--- src/rtl/regfile_pkg.sv ---
// rtl/regfile_pkg.sv - shared widths and request types for the register bank write path
package regfile_pkg;
  localparam int WIDTH = 32;
  localparam int NREGS = 32;
  localparam int AW    = 5;

  typedef logic [WIDTH-1:0] reg_word_t;

  typedef struct packed {
    logic [AW-1:0] addr;
    reg_word_t     data;
  } wr_req_t;
endpackage

--- src/rtl/decoder5to32.sv ---
// rtl/decoder5to32.sv - 5-bit select to 32-bit one-hot decoder, all zeros when disabled
module decoder5to32 (
  input  logic        enable,
  input  logic [4:0]  sel,
  output logic [31:0] out
);
  always_comb begin
    out = '0;
    if (enable) out[sel] = 1'b1;
  end
endmodule

--- src/rtl/register_writer.sv ---
// rtl/register_writer.sv - queues register write requests and retires one per cycle
// as a one-hot load enable plus shared load data for the register bank.
module register_writer
  import regfile_pkg::*;
#(
  parameter int WIDTH = regfile_pkg::WIDTH,
  parameter int NREGS = regfile_pkg::NREGS,
  parameter int AW    = regfile_pkg::AW,
  parameter int DEPTH = 4
) (
  input  logic             clock,
  input  logic             reset,
  input  logic             wr_valid,
  output logic             wr_ready,
  input  logic [AW-1:0]    wr_addr,
  input  logic [WIDTH-1:0] wr_data,
  output logic [NREGS-1:0] ld_en,
  output logic [WIDTH-1:0] ld_data,
  output logic [2:0]       count,
  output logic             busy,
  output logic [7:0]       r0_drops
);
  localparam int         PW      = $clog2(DEPTH);
  localparam logic [2:0] DEPTH_C = 3'(DEPTH);

  wr_req_t          fifo_q [DEPTH];
  wr_req_t          fifo_d [DEPTH];
  logic [PW-1:0]    wr_ptr_q, wr_ptr_d;
  logic [PW-1:0]    rd_ptr_q, rd_ptr_d;
  logic [2:0]       count_q, count_d;
  logic [NREGS-1:0] ld_en_q, ld_en_d;
  logic [WIDTH-1:0] ld_data_q, ld_data_d;
  logic [7:0]       r0_drops_q, r0_drops_d;

  logic             push, pop, head_is_r0;
  wr_req_t          head;
  logic [NREGS-1:0] dec_out;

  assign wr_ready   = !reset && (count_q < DEPTH_C);
  assign push       = wr_valid && wr_ready;
  assign pop        = (count_q != 3'd0);
  assign head       = fifo_q[rd_ptr_q];
  assign head_is_r0 = (head.addr == '0);

  // R0 is hard-wired zero in the bank, so its writes retire with no enable.
  decoder5to32 u_decoder (
    .enable (pop && !head_is_r0),
    .sel    (head.addr),
    .out    (dec_out)
  );

  always_comb begin
    fifo_d     = fifo_q;
    wr_ptr_d   = wr_ptr_q;
    rd_ptr_d   = rd_ptr_q;
    count_d    = count_q;
    ld_en_d    = dec_out;
    ld_data_d  = ld_data_q;
    r0_drops_d = r0_drops_q;

    if (push) begin
      fifo_d[wr_ptr_q] = '{addr: wr_addr, data: wr_data};
      wr_ptr_d         = wr_ptr_q + PW'(1);
    end

    if (pop) begin
      rd_ptr_d  = rd_ptr_q + PW'(1);
      ld_data_d = head.data;
      if (head_is_r0 && r0_drops_q != 8'hFF) r0_drops_d = r0_drops_q + 8'd1;
    end

    case ({push, pop})
      2'b10:   count_d = count_q + 3'd1;
      2'b01:   count_d = count_q - 3'd1;
      default: count_d = count_q;
    endcase
  end

  always_ff @(posedge clock) begin
    fifo_q <= fifo_d;
    if (reset) begin
      wr_ptr_q   <= '0;
      rd_ptr_q   <= '0;
      count_q    <= '0;
      ld_en_q    <= '0;
      ld_data_q  <= '0;
      r0_drops_q <= '0;
    end else begin
      wr_ptr_q   <= wr_ptr_d;
      rd_ptr_q   <= rd_ptr_d;
      count_q    <= count_d;
      ld_en_q    <= ld_en_d;
      ld_data_q  <= ld_data_d;
      r0_drops_q <= r0_drops_d;
    end
  end

  assign ld_en    = ld_en_q;
  assign ld_data  = ld_data_q;
  assign count    = count_q;
  assign r0_drops = r0_drops_q;
  assign busy     = (count_q != 3'd0) || (ld_en_q != '0);
endmodule
--- config.mk ---
export PLATFORM = sky130hd
export DESIGN_NAME = register_writer
export DESIGN_NICKNAME = d
export VERILOG_FILES = /design/src/rtl/regfile_pkg.sv /design/src/rtl/decoder5to32.sv /design/src/rtl/register_writer.sv
export SDC_FILE = /design/constraint.sdc
export NUM_CORES = 1
export LEC_CHECK = 0
export BUFFER_PORTS_ARGS = -buffer_cell sky130_fd_sc_hd__buf_2
export CAP_MARGIN = 30
export CORE_ASPECT_RATIO = 2
export CORE_UTILIZATION = 50
export DETAILED_ROUTE_END_ITERATION = 12
export PLACE_DENSITY = 0.78
export SLEW_MARGIN = 20
export SYNTH_ARGS = -nofsm -noshare
export SYNTH_HDL_FRONTEND = slang
export SYNTH_SLANG_ARGS = --single-unit
--- constraint.sdc ---
create_clock -name clock -period 2.3 [get_ports clock]
set_input_delay 0.46 -clock clock [delete_from_list [all_inputs] [get_ports clock]]
set_output_delay 0.46 -clock clock [all_outputs]
set_load 0.005 [all_outputs]
# Yosys cells after proc, flatten, opt, wreduce, memory -nomap -nowiden
# Index checks and enable logic that the tools add are counted.
# classes
n_addsub	5
mul	0
div_mod_pow	0
magnitude_cmp	6
eq_ne	3
n_shift	0
mux	9
n_bitwise	3
n_reduce_logical	15
# ops
cell	count
$bwmux W148	1
$mux W37	3
$bmux W37 S2	1
$demux W37 S2	1
$reduce_bool A32 Y1	1
$add A8 B1 Y8 const B	1
$ne A8 B8 Y1 const B	1
$ge A3 B3 Y1 const B	2
$logic_and A1 B1 Y1	6
$lt A5 B6 Y1 const B	1
$not A2 Y3	2
$pmux W3 S2	1
$demux W1 S5	1
$ge A5 B1 Y1 const B	1
$logic_not A5 Y1	1
$add A2 B1 Y2 const B	2
$add A3 B1 Y3 const B	1
$lt A3 B1 Y1 const B	1
$lt A3 B3 Y1 const B	1
$reduce_bool A3 Y1	1
$sub A3 B1 Y3 const B	1
$eq A2 B1 Y1 const B	1
$eq A2 B2 Y1 const B	1
$logic_not A1 Y1	2
6 further kinds	6
# word_totals
ff_bits	227
latch_bits	0
ram_bits	0
mem_bits_ro	0
in_bits	40
out_inout_bits	77
word_cells	55
mem_count	0

# Depth between registers and ports, before layout
# logic_depth
ltp_word	9
depth_mapped	9
depth_no_buf	9

# Modules after synthesis
# A second synthesis with hierarchy kept.
# unflattened
cells_unflattened	560
hier_area_um2	8433.1
# modules_own_cells
mod	n_inst	cells_per_inst	area_per_inst_um2	seq_area_each_um2
register_writer	1	513	8202.9	6025.8
decoder5to32	1	47	230.2	0.0

# Worst setup path after synthesis
# OpenSTA, ideal clock, no wires.
# synth_path
path_type	reg2reg
from	reg count_q[2] (netlist: count[2])
to	reg count_q[2] (netlist: count[2])
setup_ps	70
arrival_time_ps	2472
required_ps	2230
setup_slack_ps	-243
path_stages_with_launch	10
path_buffers	1
period_less_slack_ps	2543
path_cell_list	dfxtp_1 nor3_1 clkinv_1 clkbuf_1 ha_1 inv_1 fa_1 xor2_1 or3_1 a21oi_1
# synth_between
elab_chain_cells	5
elab_cells_between_ends	10
cone_classes	2 x add/sub; 1 x order compare; 2 x eq/ne; 1 x mux; 4 x reduce/logical
# synth_rtl
element	line	rtl
from (decl)	register_writer.sv:30	logic [2:0] count_q, count_d;
from (signal assigned)	register_writer.sv:91	count_q <= count_d;
$lt A3 B3 Y1	register_writer.sv:39	assign wr_ready = !reset && (count_q < DEPTH_C);
$logic_and A1 B1 Y1	register_writer.sv:39	
$logic_and A1 B1 Y1	register_writer.sv:40	assign push = wr_valid && wr_ready;
$eq A2 B1 Y1 or $eq A2 B2 Y1 (tied branches)	register_writer.sv:72	case ({push, pop})
$pmux W3 S2 or $reduce_bool A2 Y1 (tied branches)	n/a	
# Several ways; a longest one is shown, not always the timed one.
# A chain may end at the register's enable or synchronous reset.

# Final worst setup path
# layout_path
from	reg rd_ptr_q[0]
to	reg r0_drops_q[0] (netlist: r0_drops[0])
# layout_between
elab_chain_cells	7
# layout_rtl
element	line	rtl
from (decl)	register_writer.sv:29	logic [PW-1:0] rd_ptr_q, rd_ptr_d;
from (signal assigned)	register_writer.sv:90	rd_ptr_q <= rd_ptr_d;
$not A2 Y3 (not written as such)	register_writer.sv:42	assign head = fifo_q[rd_ptr_q];
$bmux W37 S2	register_writer.sv:42	
$mux W37 (not written as such) (2 in a row)	register_writer.sv:42	
$logic_not A5 Y1	register_writer.sv:43	assign head_is_r0 = (head.addr == '0);
$logic_and A1 B1 Y1	register_writer.sv:69	if (head_is_r0 && r0_drops_q != 8'hFF) r0_drops_d = r0_drops_q + 8'd1;
$reduce_and A2 Y1 (no source line)	n/a	
to (signal assigned)	register_writer.sv:94	r0_drops_q <= r0_drops_d;
to (decl)	register_writer.sv:33	logic [7:0] r0_drops_q, r0_drops_d;
# No other way between the ends. The select of a mux whose other input is x is not followed.

==> out/results.txt <==
status - complete, no violations
crit path max fanout - 7
root buf cell - clkbuf_16
Syn-to-layout area delta - 20.5%
syn nets - 569
initial antenna violation count - 3
I/O pins - 117
Clock Pin Slew Worst Setup and Hold Paths - 0.07 ns
Routed Antenna Nets - 0
Top cell by count, worst path - buf_6
CTS Buffer Depth - 3
Largest stage delay, worst path - 0.55 ns
fin crit period - 2.29 ns
RSZ-0062 raised after global routing - yes
CP bufs+invs - 2
post-synthesis instance area - 8160 um^2
final number of setup-violating endpoints - 0
post-synthesis sequential area ratio - 0.739
Port Buf Inserts - 116
layout net count - 705
Die Area - 16900 um^2
Sink Count - 227
critical path's top delay family - simple AND/OR/NAND/NOR gates
cells after synthesis - 522
GP Congestion - 0.776
Register-to-Register Path Depth - 6
TritonCTS clock tree - done
slowest CP cell - or4_4
CP required - 2.71 ns
EDFF count, synth - 148
worst-path cell chain - buf_6, mux4_2, or4_4, buf_6, or3_4, a21oi_2
final worst setup slack - 0.0128 ns
Seq cells post-synth - 227
clock skew - 0.0120 ns
Top FF cell, synth - edfxtp_1
Final Max Tran Viols - 0
Max Fclk - 0.437 GHz
Tightest Pin Transition - 0.673 ns
hold crit path type - primary input to flop
Synth async-reset ratio - 0
DR WL/cell - 18.3 um
pre-CTS WS - -0.0382 ns
Final Util - 0.620
max-cap viol count - 0
Synth area leaders - edfxtp_1, dfxtp_1, mux4_2, nand2_1, a21oi_1
warnings from Yosys - 0
Hold Path Cell Cnt - 1
Unique masters post-synth - 37
Critical Path Sink Type - flop
Fin Setup TNS - 0 ns
WHS - 0.188 ns
post-layout instance area - 9830 um^2
Via-to-Cell Ratio - 5.50
share of cells above drive strength 1 - 0.329
Synth area leader - edfxtp_1
Rel. slew slack - 0.551
grt total ovfl - 0
final hold vios - 0
final wirelength - 16.0 mm
Starting Density - 0.514
Synth top area share - 0.545
clock latency at the later pin of the worst-skew pair - 0.48 ns
vias in the first global route - 5062
Levels on crit path - 6
Vias - 4820
maximum vdd drop - 0.000627 V
Placed Instances - 834
WS Path Type - flop to flop
DP Area - 9110 um^2
overall power - 10.8 mW
starting DRC count in detailed routing - 195
Cell Count, Final, Fillers Out - 876
Power Dens Cells - 1090 nW/um^2
largest net degree at the start of global routing - 52
crit share post-route - 0.994
Leak - 3.61 nW
# rows - 65
DRT Pass-1 Iters - 5
core area - 15900 um^2
GRT Total Usage - 0.196
Arrival @ worst endpoint - 2.70 ns
Detail Placement HPWL - 10.3 mm
die width - 92.3 um
Num CTS Buffers - 20
Startpoint Class - flop
die height - 183 um
Mapped Avg Cell Area - 15.6 um^2
Fill cells - 1212
htree depth - 1
DRC viols - 0
global-route wire length before repair - 25.2 mm
## final timing paths
kind                from     endpoint  slack [ns]
max          rd_ptr_q[0]  r0_drops[0]        0.01
min           wr_addr[4]   fifo_q[73]        0.19
max reg2reg  rd_ptr_q[0]  r0_drops[0]        0.01
min reg2reg  ld_data[20]  ld_data[20]        0.45
## synthesized netlist by cell type, drive strengths merged (2+ instances only)
master	n
a21oi	40
and2	2
and3	6
buf	6
clkbuf	18
dfxtp	79
edfxtp	148
ha	6
inv	8
mux4	37
nand2	76
nand2b	2
nand3	4
nand4	3
nor2	41
nor2b	3
nor3	3
nor3b	2
nor4	8
o21ai	3
o31ai	6
or3	2
or4	6
xor2	3
## where the power goes
| part | switching [mW] | total [mW] | leakage (nW) | internal [mW] |
|---|---|---|---|---|
| registers | 0.247 | 5.03 | 1.99 | 4.78 |
| clock network | 1.36 | 3.23 | 0.308 | 1.87 |
| logic | 1.36 | 2.50 | 1.32 | 1.13 |
## cell usage in the layout (no fill, tap or decap), types with 3 or more instances in the layout
cell type / n
edfxtp_1: 148
or4_4: 5
buf_12: 5
diode_2: 3
nor2_1: 41
nand4_1: 3
dfxtp_1: 77
nand2_1: 76
inv_1: 8
clkbuf_1: 7
clkbuf_16: 21
o31ai_1: 6
a21oi_2: 3
and3_2: 4
o21ai_0: 3
nor4_1: 7
buf_2: 116
a21oi_1: 37
nor2b_1: 3
buf_4: 14
ha_1: 6
mux4_2: 35
xor2_1: 3
nand3_1: 4
## what timing repair did
action	4_1_cts	5_1_grt
gates cloned	1	0
endpoints found under the hold margin	0	0
resized for setup	7	7
buffers inserted	0	2
pin swaps	6	5
hold buffers	0	0
endpoints found under the setup margin	5	5
## area by class of cell
cell class | count | area, um^2 | area share
flip-flops and latches | 227 | 6030 | 0.614
multi-input cells | 263 | 2050 | 0.209
repair buffers | 137 | 808 | 0.0822
clock buffers | 30 | 579 | 0.0589
well taps | 201 | 251 | 0.0256
clock inverters | 6 | 63.8 | 0.00649
inverters | 9 | 33.8 | 0.00344
diodes | 3 | 7.51 | 0.000764
## flip-flops by register name, indices dropped and copies added (netlist names)
name and count:
fifo_q 148, rd_ptr_q 2, ld_data 32, wr_ptr_q 2, count 3, ld_en 32
r0_drops 8
## cell families (layout without fill, tap and decap cells)
logic type	after synthesis	count (layout)	synth area share
AND/OR/NAND/NOR	161	162	0.0886
other	1	4	0.000460
AO/OA/AOI/OAI	51	51	0.0340
XOR/XNOR	4	4	0.00429
flip-flops	227	227	0.739
buffers and inverters	33	182	0.0170
adder cells (fa/ha/maj)	7	7	0.0117
multiplexers	38	38	0.105
## metal layers
layer	part of all wire	up-vias	global-route usage
met2	0.56	186	0.373
met4	0.032	0	0.0900
met3	0.052	38	0.0279
met5	0	-	0
met1	0.35	2380	0.206
li1	-	2216	-
Note: power is estimated with default switching activity, not from simulation.
